==> src/rtl/tlb_pkg.sv <==
// Shared types for the CP0 TLB op controller: entry layout, op codes and EntryLo fields.
package tlb_pkg;

    typedef enum logic [1:0] {
        TLBOP_P  = 2'b00,
        TLBOP_R  = 2'b01,
        TLBOP_WI = 2'b10,
        TLBOP_WR = 2'b11
    } tlb_op_e;

    typedef struct packed {
        logic [18:0] vpn2;
        logic [7:0]  asid;
        logic        g;
        logic [19:0] pfn0;
        logic [2:0]  c0;
        logic        d0;
        logic        v0;
        logic [19:0] pfn1;
        logic [2:0]  c1;
        logic        d1;
        logic        v1;
    } tlb_entry_t;

    localparam int unsigned ENTRY_W    = $bits(tlb_entry_t);
    localparam int unsigned LO_PFN_MSB = 25;
    localparam int unsigned LO_PFN_LSB = 6;
    localparam int unsigned LO_C_MSB   = 5;
    localparam int unsigned LO_C_LSB   = 3;
    localparam int unsigned LO_D       = 2;
    localparam int unsigned LO_V       = 1;
    localparam int unsigned LO_G       = 0;

    // Rebuild a CP0 EntryLo word from one half of a TLB entry.
    function automatic logic [31:0] make_entrylo(input logic [19:0] pfn, input logic [2:0] c,
                                                 input logic d, input logic v, input logic g);
        return {6'b0, pfn, c, d, v, g};
    endfunction

endpackage

==> src/rtl/tlb_random.sv <==
// CP0 Random register: counts down each cycle, wrapping from Wired back to the top entry.
module tlb_random
    import tlb_pkg::*;
#(
    parameter  int unsigned TLBNUM = 16,
    localparam int unsigned IW     = $clog2(TLBNUM)
) (
    input  logic          clk,
    input  logic          reset,
    input  logic [IW-1:0] wired_i,
    input  logic          wired_we_i,
    output logic [IW-1:0] random_o
);

    localparam logic [IW-1:0] RAND_TOP = IW'(TLBNUM - 1);

    logic [IW-1:0] random_q;
    logic [IW-1:0] random_d;

    // A Wired write or reaching Wired (or anything below it) restarts at the top.
    always_comb begin
        random_d = random_q - IW'(1);
        if (wired_we_i || (random_q <= wired_i)) begin
            random_d = RAND_TOP;
        end
    end

    always_ff @(posedge clk or posedge reset) begin
        if (reset) begin
            random_q <= RAND_TOP;
        end else begin
            random_q <= random_d;
        end
    end

    assign random_o = random_q;

endmodule

==> src/rtl/tlb_op_ctrl.sv <==
// Sequences TLBP/TLBR/TLBWI/TLBWR against the TLB search, read and write ports.
module tlb_op_ctrl
    import tlb_pkg::*;
#(
    parameter  int unsigned TLBNUM = 16,
    localparam int unsigned IW     = $clog2(TLBNUM)
) (
    input  logic               clk,
    input  logic               reset,
    input  logic               op_valid,
    output logic               op_ready,
    input  logic [1:0]         op_code,
    input  logic [IW-1:0]      cp0_index,
    input  logic [31:0]        cp0_entryhi,
    input  logic [31:0]        cp0_entrylo0,
    input  logic [31:0]        cp0_entrylo1,
    input  logic [IW-1:0]      cp0_wired,
    input  logic               cp0_wired_we,
    output logic [IW-1:0]      random_o,
    output logic               done_valid,
    output logic [1:0]         done_op,
    output logic               res_index_we,
    output logic [31:0]        res_index,
    output logic               res_entry_we,
    output logic [31:0]        res_entryhi,
    output logic [31:0]        res_entrylo0,
    output logic [31:0]        res_entrylo1,
    output logic [18:0]        tlb_s_vpn2,
    output logic [7:0]         tlb_s_asid,
    output logic               tlb_s_odd_page,
    input  logic               tlb_s_found,
    input  logic [IW-1:0]      tlb_s_index,
    output logic               tlb_we,
    output logic [IW-1:0]      tlb_w_index,
    output logic [ENTRY_W-1:0] tlb_w_entry,
    output logic [IW-1:0]      tlb_r_index,
    input  logic [ENTRY_W-1:0] tlb_r_entry
);

    typedef enum logic [1:0] {
        IDLE = 2'd0,
        EXEC = 2'd1,
        DONE = 2'd2
    } state_e;

    state_e        state_q;
    tlb_op_e       op_q;
    tlb_entry_t    entry_q;
    logic [IW-1:0] idx_q;
    logic          tlb_we_q;
    logic          done_valid_q;
    logic          res_index_we_q;
    logic          res_entry_we_q;
    logic [31:0]   res_index_q;
    logic [31:0]   res_entryhi_q;
    logic [31:0]   res_entrylo0_q;
    logic [31:0]   res_entrylo1_q;

    tlb_entry_t    cp0_entry;
    tlb_entry_t    rd_entry;
    logic          is_write;
    logic          unused_cp0_bits;

    tlb_random #(.TLBNUM(TLBNUM)) u_random (
        .clk        (clk),
        .reset      (reset),
        .wired_i    (cp0_wired),
        .wired_we_i (cp0_wired_we),
        .random_o   (random_o)
    );

    // CP0 operands in TLB entry form; G is the AND of both EntryLo G bits.
    always_comb begin
        cp0_entry      = '0;
        cp0_entry.vpn2 = cp0_entryhi[31:13];
        cp0_entry.asid = cp0_entryhi[7:0];
        cp0_entry.g    = cp0_entrylo0[LO_G] & cp0_entrylo1[LO_G];
        cp0_entry.pfn0 = cp0_entrylo0[LO_PFN_MSB:LO_PFN_LSB];
        cp0_entry.c0   = cp0_entrylo0[LO_C_MSB:LO_C_LSB];
        cp0_entry.d0   = cp0_entrylo0[LO_D];
        cp0_entry.v0   = cp0_entrylo0[LO_V];
        cp0_entry.pfn1 = cp0_entrylo1[LO_PFN_MSB:LO_PFN_LSB];
        cp0_entry.c1   = cp0_entrylo1[LO_C_MSB:LO_C_LSB];
        cp0_entry.d1   = cp0_entrylo1[LO_D];
        cp0_entry.v1   = cp0_entrylo1[LO_V];
    end

    assign rd_entry        = tlb_entry_t'(tlb_r_entry);
    assign is_write        = (op_code == TLBOP_WI) || (op_code == TLBOP_WR);
    assign unused_cp0_bits = ^{cp0_entryhi[12:8], cp0_entrylo0[31:26], cp0_entrylo1[31:26]};

    always_ff @(posedge clk or posedge reset) begin
        if (reset) begin
            state_q        <= IDLE;
            op_q           <= TLBOP_P;
            entry_q        <= '0;
            idx_q          <= '0;
            tlb_we_q       <= 1'b0;
            done_valid_q   <= 1'b0;
            res_index_we_q <= 1'b0;
            res_entry_we_q <= 1'b0;
            res_index_q    <= '0;
            res_entryhi_q  <= '0;
            res_entrylo0_q <= '0;
            res_entrylo1_q <= '0;
        end else begin
            case (state_q)
                IDLE: begin
                    if (op_valid) begin
                        state_q  <= EXEC;
                        op_q     <= tlb_op_e'(op_code);
                        entry_q  <= cp0_entry;
                        idx_q    <= (op_code == TLBOP_WR) ? random_o : cp0_index;
                        tlb_we_q <= is_write;
                    end
                end
                EXEC: begin
                    state_q      <= DONE;
                    tlb_we_q     <= 1'b0;
                    done_valid_q <= 1'b1;
                    if (op_q == TLBOP_P) begin
                        res_index_we_q <= 1'b1;
                        res_index_q    <= tlb_s_found ? {{(32-IW){1'b0}}, tlb_s_index}
                                                      : 32'h8000_0000;
                    end
                    if (op_q == TLBOP_R) begin
                        res_entry_we_q <= 1'b1;
                        res_entryhi_q  <= {rd_entry.vpn2, 5'b0, rd_entry.asid};
                        res_entrylo0_q <= make_entrylo(rd_entry.pfn0, rd_entry.c0, rd_entry.d0,
                                                       rd_entry.v0, rd_entry.g);
                        res_entrylo1_q <= make_entrylo(rd_entry.pfn1, rd_entry.c1, rd_entry.d1,
                                                       rd_entry.v1, rd_entry.g);
                    end
                end
                DONE: begin
                    state_q        <= IDLE;
                    done_valid_q   <= 1'b0;
                    res_index_we_q <= 1'b0;
                    res_entry_we_q <= 1'b0;
                end
                default: begin
                    state_q <= IDLE;
                end
            endcase
        end
    end

    assign op_ready       = (state_q == IDLE);
    assign done_valid     = done_valid_q;
    assign done_op        = op_q;
    assign res_index_we   = res_index_we_q;
    assign res_index      = res_index_q;
    assign res_entry_we   = res_entry_we_q;
    assign res_entryhi    = res_entryhi_q;
    assign res_entrylo0   = res_entrylo0_q;
    assign res_entrylo1   = res_entrylo1_q;
    assign tlb_s_vpn2     = entry_q.vpn2;
    assign tlb_s_asid     = entry_q.asid;
    assign tlb_s_odd_page = 1'b0;
    assign tlb_we         = tlb_we_q;
    assign tlb_w_index    = idx_q;
    assign tlb_w_entry    = entry_q;
    assign tlb_r_index    = idx_q;

endmodule

==> config.mk <==
export PLATFORM = sky130hd
export DESIGN_NAME = tlb_op_ctrl
export DESIGN_NICKNAME = d
export VERILOG_FILES = /design/src/rtl/tlb_pkg.sv /design/src/rtl/tlb_random.sv /design/src/rtl/tlb_op_ctrl.sv
export SDC_FILE = /design/constraint.sdc
export NUM_CORES = 1
export LEC_CHECK = 0
export CORE_AREA = 4 4 169 171
export DETAILED_ROUTE_END_ITERATION = 8
export DIE_AREA = 0 0 173 175
export PLACE_DENSITY = 0.63
export SYNTH_ARGS = -nofsm -noshare
export SYNTH_HDL_FRONTEND = slang
export SYNTH_SLANG_ARGS = --single-unit
==> constraint.sdc <==
create_clock -name clk -period 8.2 [get_ports clk]
set_clock_uncertainty 0.15 [all_clocks]
set_input_delay 1.64 -clock clk [delete_from_list [all_inputs] [get_ports clk]]
set_output_delay 1.64 -clock clk [all_outputs]
set_load 0.05 [all_outputs]
After elaboration in Yosys (flattened, before gate mapping)
Index checks and enable logic that the tools add are counted.

cells by class
  bitwise logic cells = 1
  order comparisons = 1
  mux-type cells = 12
  shift-type cells = 0
  $add $sub $neg = 1
  divide/modulo/power cells = 0
  $mul = 0
  reductions and logical operators = 12
  eq/ne operators = 8

operators by type and width
  kind                 count
  $mux 32              1
  $reduce_and 2->1     6
  $mux 4               2
  $pmux 1 s2           4
  $eq 2x2->1 const B   3
  $ne 2x2->1 const B   3
  $eq 2x1->1 const B   2
  $le 4x4->1           1
  $logic_not 2->1      2
  $pmux 2 s2           1
  $reduce_bool 2->1    2
  $sub 4x1->4 const B  1
  $mux 1               3
  $logic_or 1x1->1     2
  $mux 2               1
  $and 1x1->1          1

storage, ports and cells
  bits in latches = 0
  ROM bits = 0
  word-level logic and storage cells = 58
  memory bits (writable) = 0
  flip-flop bits (word level) = 205
  memories = 0
  output and inout bits = 253
  input port bits = 193

Logic depth before layout (Yosys ltp)
Gate-level depths: netlist of the first run.

  depth in word-level cells = 4
  gate-level depth with buffers = 7

Modules after synthesis
Synthesis of the first run repeated with hierarchy kept, for this count alone.

second synthesis, totals
  cell total of the unflattened synthesis = 512
  area total of the unflattened synthesis = 7,516.0 µm²

modules (own cells, without submodules)
  module       cells each  area an instance (µm²)  seq. area each (µm²)  instances
  tlb_op_ctrl  486         7,225.7                 4,329.2               1
  tlb_random   26          290.3                   105.1                 1

Worst setup path before layout of the first run
No wires, ideal clock.

  path kind = reg-to-output
  start = register state_q[0]
  end = output op_ready
  setup slack = 5.450 ns
  data required time = 6.410 ns
  arrival = 0.960 ns
  stages on the path, launching flop included = 3
  path through = dfrtp_1 > inv_1 > ha_1

between the ends
  cells in the longest elaborated chain, start to end = 1

ends and longest elaborated chain
  what                      line                source
  start: declaration        tlb_op_ctrl.sv:46   state_e state_q;
  start signal: assignment  tlb_op_ctrl.sv:94   state_q <= IDLE;
  start signal: assignment  tlb_op_ctrl.sv:110  state_q <= EXEC;
  start signal: assignment  tlb_op_ctrl.sv:118  state_q <= DONE;
  $logic_not 2->1           tlb_op_ctrl.sv:148  assign op_ready = (state_q == IDLE);
  end: declaration          tlb_op_ctrl.sv:11   output logic op_ready,

No other way between the ends.

Worst setup path in the final report of the first run
Ends and elaborated chain as after synthesis.

==> reports/qor.yml, run 1 <==
run_status:
  status: "complete, no violations"
routing:
  drt-initial-drc-count: 165
  drt.antenna.violating_nets: 0
  wl_per_cell_um: 16.8
  drc_errors: 0
  viasPerCell: 4.13
  via_count: 5028
  firstDrtPassIters: 4
  wirelength_um: 20500
timing:
  finalMaxSlewViolations: 0
  slew_headroom_pct: 40.8
  max_freq_mhz: 259
  fin_crit_ns: 3.85
  rsz0062_at_grt: "false"
  worst_pin_slew_ns: 0.888
  setup_tns_ns: 0
  period_share_pct: 47.0
  setup_viol: 0
  hold_viol_final: 0
finish:
  diodes: 0
  area_delta_synth_final_pct: 59.6
  nFillCells: 2512
  drive_gt1_share_pct: 22.6
  fin_nets: 1065
yosys:
  netlist.area_leader.share_pct: 58.4
  synth-main-ff-cell: "dfrtp_1"
  syn_avg_cell_area_um2: 14.6
  synth_area_leaders: "dfrtp_1, mux2_2, buf_4, mux2_4, dfstp_2"
  synth_seq_cells: 177
  synth_cell_types: 27
  synth_edf_count: 0
  synthArstFlopShare_pct: 100
  yosys_warnings: 0
  netlist_area_mm2: 0.00741
  yosysMostFrequentCell: "dfrtp_1"
  syn_inst: 509
  yosys.area.top_type: "dfrtp_1"
  synth-seq-area-share_pct: 59.8
  synth_common_cells: "dfrtp_1, mux2_2, buf_4, nand2_1, buf_2"
clock_tree:
  root_buffer: "clkbuf_16"
  clk_pin_slew_ns: 0.07
  max-clock-path-buffers: 2
  postCtsSetupRepairBufs: 0
  tritoncts: "done"
  ctsHtreeMaxLevel: 4
  clock-sinks: 177
  cts_resized: 0
  ctsHoldBuffers: 0
  clk_latency_ns: 0.41
  numCtsBuffers: 17
setup_path:
  slowest_delay_ns: 0.88
  cp_max_fo: 5
  startpoint_type: "register"
  cp.arrival_ns: 2.06
  critPathKind: "reg -> out"
  crit_path_end_kind: "output pin"
  path_cells: "inv_1 -> ha_1 -> clkdlybuf4s50_1"
  cp_data_required_time_ns: 6.41
  critPathSlowestCell: "clkdlybuf4s50_1"
global_route:
  first_global_vias: 5490
  grt_max_degree: 68
  antenna_found_initial: 0
  grt_usage_pct: 13.2
  grt_pass1_wl_um: 31600
  grt_overflow: 0
flow_run:
  cap_viol_max_count: 0
die:
  core_mm2: 0.0269
  floorplan.die.height_um: 175
  dieWidth_um: 173
  start_util_pct: 27.6
  die_area_mm2: 0.0303
  ioPinCount: 446
  rows: 60
place:
  gp_congestion: 0.759
  portBuffers: 383
  post-dp-hpwl_um: 15600
min_path:
  min_path_type: "reg -> reg"
==> area by class of cell <==
cell class                 count  area, um^2  area share, %
sequential                   177        4430           37.5
timing repair buffer         387        3860           32.7
multi-input combinational    269        2440           20.6
clock buffer                  20         447           3.78
tap                          341         427           3.61
clock inverter                12         171           1.45
inverter                      12        50.0          0.423
==> layer usage <==
layer,global-route usage [%],up-vias,wire (um)
met5,0,-,0
met4,2.99,0,139
met3,5.21,8,1730
met2,23.1,227,10600
met1,15.2,2473,8050
li1,-,2320,-
==> state kept, by name (all words and copies together) (netlist names), 2 cells and up <==
| signal | count |
|---|---|
| res_index | 5 |
| tlb_s_vpn2 | 19 |
| tlb_w_entry | 51 |
| tlb_r_index | 4 |
| state_q | 2 |
| u_random.random_o | 4 |
| res_entryhi | 27 |
| tlb_s_asid | 8 |
| done_op | 2 |
| res_entrylo0 | 25 |
| res_entrylo1 | 26 |
==> worst max-delay path, delay by kind of cell, from the launching register on <==
family | cells | cell delay [ns]
buffers and inverters | 2 | 0.97
adders and majority gates | 1 | 0.28
DFF | 1 | 0.40
==> worst paths after layout <==
kind | start | end | slack, ns | cells after the start
worst max-delay path | state_q[0] | op_ready | 4.35 | 3
worst min-delay path | res_index[31] | res_index[31] | 0.34 | 2
worst max register to register | state_q[0] | res_entryhi[16] | 5.65 | 4
worst min register to register | res_index[31] | res_index[31] | 0.34 | 2
max in group asynchronous | reset | done_op[1] | 5.18 | 3
min in group asynchronous | reset | res_entrylo1[4] | 1.47 | 2
==> stage by stage <==
step	instance area, um^2	cells	hold slack [ns]	util (%)	setup WS, ns
global placement	11200	1186	0.316	41.7	4.16
global route	11800	1218	0.353	44.0	4.21
floorplan	7580	553	0.341	-	1.61
CTS	11800	1218	0.341	44.0	4.29
detailed placement	11200	1186	0.324	41.7	4.15
finish	11800	1218	0.336	44.0	4.35
==> placed cells by master, fill, tap and decap left out, types with 2 or more instances in the layout <==
cell,n
nor2_1,3
bufinv_16,3
xnor2_1,2
dfrtp_1,173
nor2b_1,3
clkbuf_16,17
mux2_2,147
clkinv_4,2
mux2_4,10
conb_1,45
inv_6,4
clkdlybuf4s50_1,383
buf_4,4
o211ai_1,5
nand2_1,18
clkbuf_1,2
dfstp_2,4
inv_1,11
clkinvlp_4,2
inv_8,2
ha_1,8
mux2i_1,5
o21ai_0,12
==> kinds of logic after synthesis <==
kind of cell	synth area share [%]
DFF	59.8
adders and majority gates	1.35
AOI/OAI and AO/OA	2.04
muxes	25.0
xor gates and xnor gates	0.236
and+or+nand+nor	1.71
buffers and inverters	9.74
other	0.0506
Power of run 1 is left out: the tool's default activity adds up to more than one toggle a clock period on the data nets, which glitch-free logic cannot reach.
==> run 2: changes to the inputs <==
clock period = 3.78 ns   (was 8.2 ns; I/O delays follow)
==> reports/qor.yml, run 2 (synthesis gave the netlist of run 1 again) <==
run_status:
  status: "complete, no violations"
timing:
  worst_pin_slew_ns: 0.705  # -0.183 ns
  fin_crit_ns: 2.97
  slew_headroom_pct: 52.8  # +12 points
  rsz0062_at_grt: "false"
  period_share_pct: 78.5
  hold_viol_final: 0  # unchanged
  max_freq_mhz: 337
  finalMaxSlewViolations: 0  # unchanged
  setup_viol: 0  # unchanged
  setup_tns_ns: 0  # unchanged
die:
  core_mm2: 0.0269  # unchanged
  ioPinCount: 446  # unchanged
  dieWidth_um: 173  # unchanged
  start_util_pct: 27.6  # unchanged
  rows: 60  # unchanged
  die_area_mm2: 0.0303  # unchanged
  floorplan.die.height_um: 175  # unchanged
global_route:
  grt_overflow: 0  # unchanged
  antenna_found_initial: 0  # unchanged
  grt_max_degree: 70  # +2.9%
  first_global_vias: 5474  # -0.29%
  grt_pass1_wl_um: 32300  # +2.0%
  grt_usage_pct: 13.4  # +0.28 points
routing:
  drt.antenna.violating_nets: 0  # unchanged
  wirelength_um: 20800  # +1.4%
  firstDrtPassIters: 4  # unchanged
  viasPerCell: 4.16  # +0.79%
  drt-initial-drc-count: 163  # -1.2%
  wl_per_cell_um: 17.1  # +1.3%
  via_count: 5076  # +0.95%
  drc_errors: 0  # unchanged
clock_tree:
  ctsHoldBuffers: 0  # unchanged
  clock-sinks: 177  # unchanged
  clk_latency_ns: 0.42  # about the same
  cts_resized: 0  # unchanged
  postCtsSetupRepairBufs: 0  # unchanged
  tritoncts: "done"
  clk_pin_slew_ns: 0.07  # about the same
  numCtsBuffers: 17  # unchanged
  max-clock-path-buffers: 2  # unchanged
  ctsHtreeMaxLevel: 4  # unchanged
  root_buffer: "clkbuf_16"
finish:
  largest_reg_flops: 51  # unchanged
  diodes: 0  # unchanged
  final_cell_mix: "clkdlybuf4s50_1, dfrtp_1, mux2_2, conb_1, nand2_1"
  layout_commonest_cell: "clkdlybuf4s50_1"
  drive_gt1_share_pct: 22.9  # +0.29 points
  utilization_pct: 44.0  # about the same
  fin_nets: 1067  # +0.19%
  area_delta_synth_final_pct: 59.7  # about the same
min_path:
  min_path_type: "reg -> reg"
  hold_depth: 2  # unchanged
  hp-start: "res_index[3]"
place:
  gp_congestion: 0.739  # -2.6%
  portBuffers: 383  # unchanged
  post-dp-hpwl_um: 15900  # +2.2%
setup_path:
  crit_path_end_kind: "output pin"
  rr_worst_depth: 5  # +1
  startpoint_type: "register"
  crit_path_start: "state_q[1]"
  cp_data_required_time_ns: 2.87  # -3.54 ns
  r2r_slack_ns: 1.37  # -4.28 ns
  cp_max_fo: 5  # unchanged
  cp.arrival_ns: 2.06  # about the same
  r2r_start: "state_q[1]"
  critPathKind: "reg -> out"
flow_run:
  cap_viol_max_count: 0  # unchanged
run 2: cell type report:
cell class / count / area [um^2]
clock buffers: 19 / 443
fillers: 2503 / 15000
repair buffers: 389 / 3930
inverters: 12 / 48.8
multi-input cells: 269 / 2440
well taps: 341 / 427
clock inverters: 13 / 116
flip-flops and latches: 177 / 4430
run 2: stage by stage:
step	cells	worst slack, ns	hold slack [ns]	instance area (um^2)
2_1_floorplan	553	0.611	0.341	7580
3_3_place_gp	1188	0.964	0.316	11300
3_5_place_dp	1188	0.946	0.322	11300
4_1_cts	1220	0.767	0.339	11800
5_1_grt	1220	0.686	0.350	11800
6_report	1220	0.812	0.334	11800
run 2: path summary, 6_finish.rpt:
path,to
max,op_ready
min,res_index[3]
max reg2reg,res_entrylo0[5]
min reg2reg,res_index[3]
max in group asynchronous,res_entrylo1[24]
min in group asynchronous,tlb_w_entry[29]
run 2: routing by layer:
layer / share of wire, % / global-route usage [%]
met5: 0 / 0
met4: 1.7 / 4.29
met1: 40 / 15.8
met3: 8.2 / 5.43
met2: 50 / 22.5
run 2: worst max-delay path, cell delays in order (launching register included):
cell and delay, ns:
dfrtp_1 0.38, inv_1 0.10, ha_1 0.29, clkdlybuf4s50_1 0.87
Power of run 2 is left out for the same reason.
==> run 3: changes to the inputs <==
CORE_AREA = 4 4 172 174   (was 4 4 169 171)
DIE_AREA = 0 0 176 178   (was 0 0 173 175)
clock period = 2.48 ns   (was 3.78 ns; I/O delays follow)
==> reports/qor.yml, run 3 (synthesis gave the netlist of run 1 again) <==
clock_tree:
  ctsHtreeMaxLevel: 4  # unchanged
  tritoncts: "done"
  clk_latency_ns: 0.41  # about the same
  clk_pin_slew_ns: 0.07  # about the same
  clock-sinks: 177  # unchanged
  max-clock-path-buffers: 2  # unchanged
  ctsHoldBuffers: 0  # unchanged
  numCtsBuffers: 17  # unchanged
  cts_resized: 3  # +3
  root_buffer: "clkbuf_16"
  postCtsSetupRepairBufs: 0  # unchanged
finish:
  final_cell_mix: "clkdlybuf4s50_1, dfrtp_1, mux2_2, conb_1, nand2_1"
  fin_area_mm2: 0.0120  # +1.1%
  drive_gt1_share_pct: 23.3  # +0.40 points
  largest_reg_flops: 51  # unchanged
  area_delta_synth_final_pct: 61.4
  utilization_pct: 43.1  # -0.97 points
  diodes: 0  # unchanged
  layout_commonest_cell: "clkdlybuf4s50_1"
  fin_nets: 1070  # +0.28%
routing:
  viasPerCell: 4.04  # -2.8%
  via_count: 5089  # +0.26%
  drt.antenna.violating_nets: 0  # unchanged
  drc_errors: 0  # unchanged
  wl_per_cell_um: 17.0  # -0.62%
  wirelength_um: 21300  # +2.6%
  drt-initial-drc-count: 130  # -20%
  firstDrtPassIters: 4  # unchanged
setup_path:
  r2r_start: "state_q[1]"
  crit_path_start: "done_op[0]"
  cp_max_fo: 5  # unchanged
  rr_worst_depth: 5  # unchanged
  r2r_slack_ns: 0.49  # -0.88 ns
  crit_path_end: "done_op[0]"
  cp_data_required_time_ns: 1.83  # -1.04 ns
  worst-path-buf-inv: 1  # -1
  cp.arrival_ns: 1.73  # -0.33 ns
  path_delay_family: "buffers and inverters"
  slowest_delay_ns: 0.87  # about the same
  critPathSlowestCell: "clkdlybuf4s50_1"
  r2r-end: "res_entrylo0[13]"
  startpoint_type: "register"
  crit_path_end_kind: "output pin"
  path_depth: 1  # -2
  critPathKind: "reg -> out"
  path_cells: "clkdlybuf4s50_1"
global_route:
  grt_max_degree: 84  # +20%
  grt_pass1_wl_um: 31700  # -1.8%
  antenna_found_initial: 1  # +1
  first_global_vias: 5446  # -0.51%
  grt_overflow: 0  # unchanged
  grt_usage_pct: 13.1  # -0.37 points
min_path:
  min_path_type: "in -> async"
run_status:
  status: "complete, no violations"
die:
  rows: 61  # +1.7%
  dieWidth_um: 176  # +1.7%
  ioPinCount: 446  # unchanged
  floorplan.die.height_um: 178  # +1.7%
  start_util_pct: 26.7  # -0.90 points
  die_area_mm2: 0.0313  # +3.5%
  core_mm2: 0.0278  # +3.4%
timing:
  setup_tns_ns: 0  # unchanged
  slew_headroom_pct: 57.9  # +5.0 points
  finalMaxSlewViolations: 0  # unchanged
  fin_crit_ns: 2.38
  hold_viol_final: 0  # unchanged
  setup_viol: 0  # unchanged
  max_freq_mhz: 421
  worst_pin_slew_ns: 0.630  # -0.0751 ns
  period_share_pct: 95.8
  rsz0062_at_grt: "false"
place:
  gp_congestion: 0.738  # -0.18%
  post-dp-hpwl_um: 16400  # +3.2%
  portBuffers: 383  # unchanged
  place_area_mm2: 0.0114  # +0.79%
flow_run:
  cap_viol_max_count: 0  # unchanged
[run 3: worst min-delay path by stage]
stage / start / end / slack (ns) / depth (start not counted)
2_1_floorplan: state_q[0] / state_q[0] / 0.34 / 2
3_3_place_gp: tlb_w_entry[50] / tlb_w_entry[50] / 0.31 / 2
3_5_place_dp: tlb_w_entry[50] / tlb_w_entry[50] / 0.32 / 2
4_1_cts: reset / tlb_w_entry[0] / 0.31 / 3
5_1_grt: reset / tlb_s_vpn2[3] / 0.32 / 3
6_report: reset / tlb_s_vpn2[3] / 0.33 / 3
[run 3: metal layers]
layer	share of wire (%)	vias up	wire length, um	track usage (%)
li1	-	2329	-	-
met1	37	2497	7800	14.4
met2	52	249	11100	23.4
met3	10	12	2190	5.87
met4	0.94	2	201	2.66
met5	0.033	-	7	0
[run 3: stage by stage]
step | hold slack (ns) | worst slack, ns | instances
global placement | 0.311 | 0.329 | 1228
finish | 0.328 | 0.104 | 1259
detailed placement | 0.319 | 0.320 | 1228
CTS | 0.309 | 0.0590 | 1259
floorplan | 0.341 | -0.429 | 553
global route | 0.316 | 0.0204 | 1259
[run 3: final cells by class]
type                       count  area, um^2
clock buffer                  18         429
clock inverter                13         174
fill                        2600       15800
inverter                      12        48.8
multi-input combinational    269        2440
sequential                   177        4430
tap                          378         473
timing repair buffer         392        3970
Power of run 3 is left out for the same reason.
